### config.mk
export PLATFORM = sky130hd
export DESIGN_NAME = sum_5bit
export DESIGN_NICKNAME = d
export VERILOG_FILES = /design/src/rtl/kgp_pkg.sv /design/src/rtl/kgp_combine.sv /design/src/rtl/sum_5bit.sv
export SDC_FILE = /design/constraint.sdc
export NUM_CORES = 1
export LEC_CHECK = 0
export BUFFER_PORTS_ARGS = -buffer_cell sky130_fd_sc_hd__clkbuf_2
export CAP_MARGIN = 25
export CORE_AREA = 5 5 42 44
export DETAILED_ROUTE_END_ITERATION = 7
export DIE_AREA = 0 0 47 49
export GPL_TIMING_DRIVEN = 0
export HOLD_SLACK_MARGIN = 0.15
export PLACE_DENSITY = 0.8
export SLEW_MARGIN = 15
export SYNTH_ARGS = -nofsm -noshare
export SYNTH_HDL_FRONTEND = slang
export SYNTH_SLANG_ARGS = --single-unit
### constraint.sdc
create_clock -name clk -period 3.3 [get_ports clk]
set_input_delay 0.99 -clock clk [delete_from_list [all_inputs] [get_ports clk]]
set_output_delay 0.99 -clock clk [all_outputs]
set_load 0.05 [all_outputs]
### src/rtl/kgp_pkg.sv
// Shared kill/generate/propagate carry-status encoding and the prefix combine rule.
package kgp_pkg;

  typedef logic [1:0] kgp_t;

  localparam kgp_t KGP_KILL = 2'b00;
  localparam kgp_t KGP_GEN  = 2'b11;
  localparam kgp_t KGP_PROP = 2'b01;

  // hi is the higher-order span; it only defers to lo when it propagates.
  function automatic kgp_t kgp_merge(input kgp_t hi, input kgp_t lo);
    kgp_t res;
    if (hi == KGP_KILL)
      res = KGP_KILL;
    else if (hi == KGP_GEN)
      res = KGP_GEN;
    else
      res = lo;
    return res;
  endfunction

  function automatic kgp_t kgp_from_bits(input logic a, input logic b);
    kgp_t res;
    if (a != b)
      res = KGP_PROP;
    else
      res = a ? KGP_GEN : KGP_KILL;
    return res;
  endfunction

endpackage

### src/rtl/kgp_combine.sv
// Combinational two-input KGP operator: one node of the carry prefix tree.
module kgp_combine
  import kgp_pkg::*;
(
  input  kgp_t hi,
  input  kgp_t lo,
  output kgp_t res
);

  assign res = kgp_merge(hi, lo);

endmodule

### src/rtl/sum_5bit.sv
// Unsigned adder with KGP-encoded carry-in, Kogge-Stone carry prefix and one output register.
module sum_5bit
  import kgp_pkg::*;
#(
  parameter int WIDTH = 5
) (
  input  logic             clk,
  input  logic             rst_n,
  input  logic [WIDTH-1:0] a,
  input  logic [WIDTH-1:0] b,
  input  logic [1:0]       kIn,
  input  logic             in_valid,
  output logic [WIDTH:0]   sum,
  output logic             out_valid
);

  // Position 0 holds the carry-in seed, position j+1 holds bit j.
  localparam int N      = WIDTH + 1;
  localparam int LEVELS = $clog2(N);

  logic [WIDTH:0] carry;
  logic [WIDTH:0] sum_d;
  logic [WIDTH:0] sum_p1;
  logic           vld_p1;

  for (genvar k = 0; k <= LEVELS; k++) begin : g_lvl
    kgp_t node [N];
    if (k == 0) begin : g_seed
      assign node[0] = kIn;
      for (genvar j = 0; j < WIDTH; j++) begin : g_bit
        assign node[j+1] = kgp_from_bits(a[j], b[j]);
      end
    end else begin : g_comb
      localparam int SPAN = 1 << (k - 1);
      for (genvar j = 0; j < N; j++) begin : g_node
        if (j >= SPAN) begin : g_op
          kgp_combine u_comb (
            .hi  (g_lvl[k-1].node[j]),
            .lo  (g_lvl[k-1].node[j-SPAN]),
            .res (node[j])
          );
        end else begin : g_pass
          assign node[j] = g_lvl[k-1].node[j];
        end
      end
    end
  end

  // Prefix ending at position i spans the seed through bit i-1: the carry into bit i.
  // A fully propagating span has no upstream carry, so only generate yields 1.
  for (genvar i = 0; i <= WIDTH; i++) begin : g_carry
    assign carry[i] = (g_lvl[LEVELS].node[i] == KGP_GEN);
  end

  assign sum_d = {carry[WIDTH], (a ^ b ^ carry[WIDTH-1:0])};

  // Stage p1: output register.
  always_ff @(posedge clk) begin
    if (!rst_n) begin
      sum_p1 <= '0;
      vld_p1 <= 1'b0;
    end else begin
      vld_p1 <= in_valid;
      if (in_valid)
        sum_p1 <= sum_d;
    end
  end

  assign sum       = sum_p1;
  assign out_valid = vld_p1;

endmodule

==> flow_summary.json, run 1 <==
{
  "drive_gt1_share_pct": 30.2,
  "die_area_mm2": 0.00230,
  "synth_ff_type": "dfxtp_1",
  "yosysTopAreaCell": "dfxtp_1",
  "critical_path_arrival_ps": 2500,
  "ys_warn_count": 0,
  "clkTransAtPathRegs_ps": 60,
  "syn_inst": 71,
  "n_fill_cell": 156,
  "core_mm2": 0.00140,
  "maxCapViolCount": 0,
  "relSlewSlack_pct": 79.1,
  "placementRows": 14,
  "cts_num_sinks": 7,
  "status": "finished clean",
  "fin_crit_sh_pct": 70.0,
  "p_total_uw": 282,
  "antennaDiodeCount": 0,
  "synth_edf_count": 0,
  "hold_violations": 0,
  "drt-total-wl_um": 1100,
  "setup_viol": 0,
  "endpoint_kind": "flip-flop",
  "cts_hold_buf": 0,
  "ant_nets": 0,
  "synth_fp_nets": 94,
  "io_buffers": 21,
  "synthTopCellsByArea": "dfxtp_1 24%, ha_1 17%, inv_1 7.1%",
  "grt_overflow": 0,
  "vias_per_cell": 4.92,
  "grt_pass1_vias": 553,
  "yosysSeqAreaShare_pct": 24.2,
  "num_vias": 551,
  "p_per_area_mw_per_mm2": 385,
  "syn2layout_area_growth_pct": 26.3,
  "drtIter0Drc": 4,
  "syn_area_per_cell_um2": 8.16,
  "initial_core_util_pct": 41.3,
  "fmax_mhz": 433,
  "worstMarginPinSlew_ps": 311,
  "finalInstanceArea_um2": 732,
  "io_pins": 22,
  "dpl.hpwl_um": 948,
  "cts_resized": 0,
  "rsz0062_at_grt": "false",
  "clockBufferDepth": 2,
  "die_w_um": 47,
  "hold_ws_ps": 476,
  "synthArstFlopShare_pct": 0,
  "dpl.cell_count": 108,
  "grt_util_all_layers_pct": 12.2,
  "cts_setup_buffers": 0,
  "drcViolationCount": 0,
  "tns_ps": 0,
  "root_buffer": "clkbuf_4",
  "finalWorstPathRequiredPeriod_ps": 2310,
  "vdd_ir_drop_max_uv": 305,
  "syn-cell-area_um2": 579,
  "clock_skew_ps": 0,
  "grt_max_degree": 11,
  "wl_per_cell_um": 9.80,
  "gp_congestion": 0.754,
  "required_ps": 3490,
  "h-tree-depth": 1,
  "nets": 120,
  "clk_latency_ps": 260,
  "finalNonFillerCells": 112,
  "critPathMaxFanout": 2,
  "finalMaxSlewViolations": 0,
  "die_h_um": 49,
  "cts_tree": "done",
  "power.leakage_uw": 0.000390,
  "cts_made_buffers": 3,
  "dr.pass1.iters": 4,
  "worst_hold_path_type": "reg -> reg",
  "synth_top_area_share_pct": 24.2,
  "ys_types": 28,
  "path_class": "in -> reg",
  "place_area_um2": 704,
  "grt_antenna_before_repair": 0,
  "ys_ff_latch": 7,
  "grt_pass1_wl_um": 2050,
  "cp-start-kind": "primary input"
}
==> state kept, by name (all words and copies together), names as in the netlist <==
| signal | flops |
|---|---|
| sum | 6 |
| out_valid | 1 |
==> cell usage in the layout (no fill, tap or decap), drive strengths merged, types with 3 or more instances in the layout <==
cell / n
a21oi: 4
clkbuf: 24
inv: 11
ha: 8
nand3: 5
a211oi: 3
nor2: 5
o21ai: 3
dfxtp: 7
nor2b: 3
==> kinds of logic after synthesis <==
kind of cell	after synthesis	share of synthesized area, %
compound gates	12	14.3
xor+xnor	4	6.05
fa+ha+maj	9	19.2
buf+inv	12	8.42
flops	7	24.2
mux	2	4.32
simple gates	25	23.5
==> layout make-up <==
cell class | count | area [µm²] | share of cell area, %
flip-flops and latches | 7 | 140 | 19.1
inverters | 11 | 41.3 | 5.64
clock inverters | 1 | 5.00 | 0.684
repair buffers | 21 | 105 | 14.4
plain buffers | 1 | 7.51 | 1.03
multi-input cells | 52 | 390 | 53.3
well taps | 16 | 20.0 | 2.74
clock buffers | 3 | 22.5 | 3.08
==> critical path, stage by stage <==
cell	delay [ps]
clkbuf_2	90
inv_1	50
ha_1	330
mux2_4	330
maj3_2	330
a221o_1	330
nand3_1	60
==> through the flow <==
| step | worst slack [ps] | utilization (%) |
|---|---|---|
| 2_1_floorplan | 902 | - |
| 3_3_place_gp | 750 | 50.3 |
| 3_5_place_dp | 731 | 50.3 |
| 4_1_cts | 998 | 52.2 |
| 5_1_grt | 909 | 52.2 |
| 6_report | 991 | 52.2 |
==> cells in the mapped netlist (2+ instances only) <==
cell type  instances
inv_1             11
ha_1               8
dfxtp_1            7
nand3_1            5
nor2_1             5
a21oi_1            4
nor2b_1            3
o21ai_0            3
a211oi_1           2
nand2_1            2
nand2b_1           2
xnor2_1            2
xor2_1             2
==> layer usage <==
layer	up-vias	GRT usage, %	part of all wire, %
li1	289	-	-
met1	242	12.3	40
met2	18	20.4	51
met3	2	5.54	7.8
met4	0	5.53	0.82
met5	-	0	0
==> where the power goes <==
| part | internal, µW | total (µW) | switching [µW] |
|---|---|---|---|
| clock | 44.4 | 78.2 | 33.8 |
| sequential | 92.9 | 97.0 | 4.01 |
| combinational | 39.7 | 107 | 67.0 |
==> worst paths after layout <==
kind | endpoint | cells past startpoint | from | slack [ps]
worst max-delay path | sum[5]$_SDFFE_PN0P_ | 7 | a[0] | 990
worst min register to register | sum[2]$_SDFFE_PN0P_ | 2 | sum[2]$_SDFFE_PN0P_ | 480
worst min-delay path | sum[2]$_SDFFE_PN0P_ | 2 | sum[2]$_SDFFE_PN0P_ | 480
worst max register to register | sum[4]$_SDFFE_PN0P_ | 2 | sum[4]$_SDFFE_PN0P_ | 2600
Note: power is estimated with default switching activity, not from simulation.
==> run 2, diff against run 1 <==
ABC_AREA = 1   (was not set)
CORE_AREA = not set   (was 5 5 42 44)
CORE_MARGIN = 5   (was not set)
CORE_UTILIZATION = 44   (was not set)
DIE_AREA = not set   (was 0 0 47 49)
PLACE_DENSITY = 0.82   (was 0.8)
clock period = 2 ns   (was 3.3 ns; I/O delays follow)
==> flow_summary.json, run 2 <==
{
  "status": "finished clean",
  "fmax_mhz": 584,
  "synth_top_cells_by_count": "33 x nand2_1, 21 x inv_1, 12 x nor2_1, 8 x ha_1, 7 x dfxtp_1",
  "vias_per_cell": 4.58,
  "wl_per_cell_um": 8.64,
  "cp-start-kind": "primary input",
  "cts_tree": "done",
  "clkPwrFrac_pct": 24.9,
  "synth_top_area_share_pct": 20.7,
  "synthArstFlopShare_pct": 0,
  "hold_ws_ps": 462,
  "grt_overflow": 0,
  "gp_congestion": 0.747,
  "ys_types": 21,
  "root_buffer": "clkbuf_4",
  "relSlewSlack_pct": 81.0,
  "drt-total-wl_um": 1290,
  "synth_fp_nets": 132,
  "initial_core_util_pct": 45.5,
  "grt_max_degree": 10,
  "drive_gt1_share_pct": 27.8,
  "maxCapViolCount": 0,
  "yosysTopAreaCell": "dfxtp_1",
  "r2r_slack_ps": 1330,
  "yosys.area_share.simple_pct": 36.6,
  "preCtsSetupSlack_ps": 22.2,
  "grt_pass1_vias": 605,
  "clock_skew_ps": 0,
  "worst_hold_path_type": "reg -> reg",
  "cts_made_buffers": 3,
  "intPower_uw": 301,
  "endpoint_kind": "flip-flop",
  "clockBufferDepth": 2,
  "drtIter0Drc": 10,
  "seqPwrFrac_pct": 31.8,
  "synth_xor_area_share_pct": 2.59,
  "cts_resized": 0,
  "cts_num_sinks": 7,
  "ys_warn_count": 0,
  "grt_util_all_layers_pct": 11.4,
  "placementRows": 14,
  "swShare_pct": 39.8,
  "p_per_area_mw_per_mm2": 607,
  "rr_startpoint": "sum[3]$_SDFFE_PN0P_",
  "switchingPower_uw": 199,
  "path_class": "in -> reg",
  "io_buffers": 20,
  "ys_ff_latch": 7,
  "h-tree-depth": 1,
  "syn-cell-area_um2": 677,
  "final_common_cell": "nand2_1",
  "core_mm2": 0.00149,
  "finalMaxSlewViolations": 0,
  "drcViolationCount": 0,
  "synthMuxAreaShare_pct": 0,
  "dpl.hpwl_um": 1140,
  "clkTransAtPathRegs_ps": 50,
  "synthTopCellsByArea": "dfxtp_1 21%, nand2_1 18%, ha_1 15%",
  "dr.pass1.iters": 6,
  "critical_path_arrival_ps": 1850,
  "setup_viol": 0,
  "nets": 157,
  "critPathMaxFanout": 3,
  "ant_nets": 0,
  "worstMarginPinSlew_ps": 287,
  "synth_ff_type": "dfxtp_1",
  "setup_ws_ps": 289,
  "die_h_um": 49.2,
  "fin_crit_sh_pct": 85.6,
  "rsz0062_at_grt": "false",
  "finalWorstPathRequiredPeriod_ps": 1710,
  "yosysSeqAreaShare_pct": 20.7,
  "num_vias": 683,
  "die_w_um": 49.2,
  "layout_common_cells": "33 x nand2_1, 21 x inv_1, 20 x clkbuf_2, 12 x nor2_1, 8 x ha_1",
  "synth_top_family_by_area": "simple AND/OR/NAND/NOR gates",
  "worstSetupStartpoint": "a[1]",
  "synth.most_common_cell": "nand2_1",
  "hold_violations": 0,
  "clk_latency_ps": 240,
  "synth-adder-area-share_pct": 14.8,
  "synth-compound-area-share_pct": 10.4,
  "io_pins": 22,
  "grt_antenna_before_repair": 0,
  "antennaDiodeCount": 0,
  "grt_pass1_wl_um": 2240,
  "tns_ps": 0,
  "cts_hold_buf": 0,
  "cts_setup_buffers": 0,
  "syn_area_per_cell_um2": 6.21,
  "power.leakage_uw": 0.000543,
  "required_ps": 2140,
  "vdd_ir_drop_max_uv": 289,
  "comb_power_share_pct": 43.4,
  "synth_edf_count": 0,
  "die_area_mm2": 0.00242,
  "hp-start": "sum[5]$_SDFFE_PN0P_",
  "syn2layout_area_growth_pct": 21.6,
  "syn_inst": 109,
  "largest_register_ffs": 6
}
[run 2: cell count changes in the layout (fill, tap and decap cells not counted), sizes merged, moves of 2 or more]
cell / previous run / this run
nor2: 5 / 12
xnor2: 2 / 0
inv: 11 / 25
a211oi: 3 / 0
a21oi: 4 / 1
o21ai: 3 / 6
nor2b: 3 / 0
nand2: 2 / 39
nand2b: 2 / 0
[run 2: layout make-up]
cell class	instances	area [µm²]
plain buffers	1	5.00
clock buffers	4	26.3
fillers	152	666
inverters	25	96.3
multi-input cells	76	435
flip-flops and latches	7	140
well taps	16	20.0
repair buffers	20	100
[run 2: cell families (layout without fill, tap and decap cells)]
logic type | Yosys count | count (layout)
AOI/OAI and AO/OA | 10 | 10
DFF | 7 | 7
xor gates and xnor gates | 2 | 2
adders and majority gates | 8 | 8
and+or+nand+nor | 56 | 56
buffers and inverters | 26 | 50
[run 2: power by group through the flow]
stage | Combinational [µW] | Sequential (µW) | Clock (µW)
floorplan | 122 | 207 | 0
global placement | 211 | 161 | 0
detailed placement | 218 | 162 | 0
CTS | 219 | 159 | 127
global route | 245 | 161 | 145
finish | 217 | 159 | 124
[run 2: final timing paths]
path | cells past startpoint | endpoint
worst min register to register | 2 | sum[5]$_SDFFE_PN0P_
worst max register to register | 4 | sum[3]$_SDFFE_PN0P_
worst min-delay path | 2 | sum[5]$_SDFFE_PN0P_
worst max-delay path | 12 | sum[4]$_SDFFE_PN0P_
[run 2: layer usage]
metal | routed length, µm | part of all wire, % | GRT usage (%) | vias up
li1 | - | - | - | 371
met5 | 0 | 0 | 0 | -
met2 | 715 | 56 | 20.8 | 15
met3 | 71 | 5.5 | 3.06 | 0
met4 | 0 | 0 | 4.04 | 0
met1 | 501 | 39 | 12.2 | 297
[run 2: worst max-delay path, stage by stage]
cell and delay, ps:
clkbuf_2 130, inv_1 50, ha_1 320, inv_2 130, nand2_4 80, nand2_2 70
a21boi_1 150, nand2_1 80, nand3_1 80, nand3_1 80, nand2_1 60, inv_1 30
[run 2: stage by stage]
| step | power (µW) | area (µm²) | util [%] | cells |
|---|---|---|---|---|
| global route | 550 | 823 | 55.3 | 149 |
| global placement | 372 | 797 | 53.5 | 145 |
| floorplan | 329 | 677 | - | 109 |
| detailed placement | 379 | 797 | 53.5 | 145 |
| CTS | 505 | 823 | 55.3 | 149 |
| finish | 500 | 823 | 55.3 | 149 |
==> run 3, diff against run 2 <==
CORE_MARGIN = 4   (was 5)
==> flow_summary.json, run 3 (synthesis results as in run 2) <==
{
  "dpl.hpwl_um": 1110,
  "cts_num_sinks": 7,
  "seqPwrFrac_pct": 31.4,
  "core_mm2": 0.00137,
  "finalMaxSlewViolations": 0,
  "cts_setup_buffers": 0,
  "dr.pass1.iters": 5,
  "path_buf_inv": 4,
  "clockBufferDepth": 2,
  "grt_max_degree": 10,
  "critical_path_arrival_ps": 1860,
  "ant_nets": 0,
  "nets": 157,
  "num_vias": 674,
  "grt_util_all_layers_pct": 12.5,
  "vias_per_cell": 4.55,
  "wl_per_cell_um": 8.74,
  "cts_tree": "done",
  "cts_resized": 0,
  "relSlewSlack_pct": 81.3,
  "gp_congestion": 0.759,
  "finalWorstPathRequiredPeriod_ps": 1720,
  "clkPwrFrac_pct": 25.7,
  "comb_power_share_pct": 42.9,
  "clk_latency_ps": 250,
  "layout_common_cells": "33 x nand2_1, 21 x inv_1, 20 x clkbuf_2, 12 x nor2_1, 8 x ha_1",
  "cp.depth": 12,
  "initial_core_util_pct": 49.5,
  "die_area_mm2": 0.00223,
  "die_w_um": 47.2,
  "path_class": "in -> reg",
  "syn2layout_area_growth_pct": 21.4,
  "worst_hold_path_type": "reg -> reg",
  "drt-total-wl_um": 1290,
  "placementRows": 13,
  "intPower_uw": 301,
  "drtIter0Drc": 11,
  "p_per_area_mw_per_mm2": 616,
  "grt_pass1_wl_um": 2000,
  "antennaDiodeCount": 0,
  "final_common_cell": "nand2_1",
  "grt_antenna_before_repair": 0,
  "switchingPower_uw": 205,
  "cpMaxStageDelayCell": "ha_1",
  "status": "finished clean",
  "swShare_pct": 40.5,
  "holdPathStages": 2,
  "root_buffer": "clkbuf_4",
  "drive_gt1_share_pct": 27.8,
  "dpl.cell_count": 144,
  "fmax_mhz": 582,
  "cp_cell_sequence": "clkbuf_2 -> inv_1 -> ha_1 -> inv_2 -> nand2_4 -> nand2_2 -> a21boi_1 -> nand2_1 -> nand3_1 -> nand3_1 -> nand2_1 -> inv_1",
  "critPathMaxFanout": 3,
  "cts_hold_buf": 0,
  "drcViolationCount": 0,
  "finalNonFillerCells": 148,
  "worstMarginPinSlew_ps": 282,
  "hold_ws_ps": 463,
  "tns_ps": 0,
  "vdd_ir_drop_max_uv": 335,
  "crit_family": "simple AND/OR/NAND/NOR gates",
  "cpPeakStageDelay_ps": 310,
  "maxCapViolCount": 0,
  "setup_viol": 0,
  "endpoint_kind": "flip-flop",
  "io_pins": 22,
  "hold_violations": 0,
  "clock_skew_ps": 0,
  "power.leakage_uw": 0.000543,
  "required_ps": 2150,
  "grt_overflow": 0,
  "cp-start-kind": "primary input",
  "grt_pass1_vias": 560,
  "fin_crit_sh_pct": 85.9,
  "io_buffers": 20,
  "cts_made_buffers": 3,
  "post-route-util_pct": 60.2,
  "clkTransAtPathRegs_ps": 60,
  "rsz0062_at_grt": "false",
  "largest_register_ffs": 6,
  "die_h_um": 47.2,
  "h-tree-depth": 1,
  "rr_worst_depth": 4
}
-- run 3: worst paths after layout --
| kind | slack (ps) | end | from |
|---|---|---|---|
| hold / removal | 460 | sum[5]$_SDFFE_PN0P_ | sum[5]$_SDFFE_PN0P_ |
| setup reg to reg | 1330 | sum[2]$_SDFFE_PN0P_ | sum[2]$_SDFFE_PN0P_ |
| setup / recovery | 280 | sum[4]$_SDFFE_PN0P_ | a[1] |
| hold reg to reg | 460 | sum[5]$_SDFFE_PN0P_ | sum[5]$_SDFFE_PN0P_ |
-- run 3: layer usage --
layer	vias to the layer above	global-route usage, %	part of all wire [%]	wire [µm]
met1	279	13.7	41	534
li1	376	-	-	-
met2	19	21.4	52	673
met4	0	3.31	0	0
met3	0	6.13	6.7	87
met5	-	0	0	0
-- run 3: cell type report --
type                    count  area, µm²
clock buffers               4       26.3
repair buffers             20        100
fillers                   142        544
multi-input cells          76        435
flip-flops and latches      7        140
well taps                  15       18.8
plain buffers               1       5.00
inverters                  25       96.3
-- run 3: worst min-delay path: stages, from the launching register on --
cell and delay (ps):
dfxtp_1 310, nand2_1 60, a21oi_1 50
-- run 3: per-stage QoR --
| stage | setup slack [ps] | area [µm²] | total power [µW] |
|---|---|---|---|
| 6_report | 281 | 822 | 507 |
| 5_1_grt | 178 | 822 | 543 |
| 4_1_cts | 272 | 822 | 508 |
| 3_5_place_dp | 21.1 | 796 | 380 |
| 3_3_place_gp | 77.1 | 796 | 372 |
| 2_1_floorplan | 303 | 677 | 329 |
-- run 3: power groups by stage --
stage               clock network (µW)  logic [µW]  registers, µW
floorplan                            0         122            207
global placement                     0         211            161
detailed placement                   0         218            162
CTS                                130         219            159
global route                       140         243            160
finish                             130         217            159
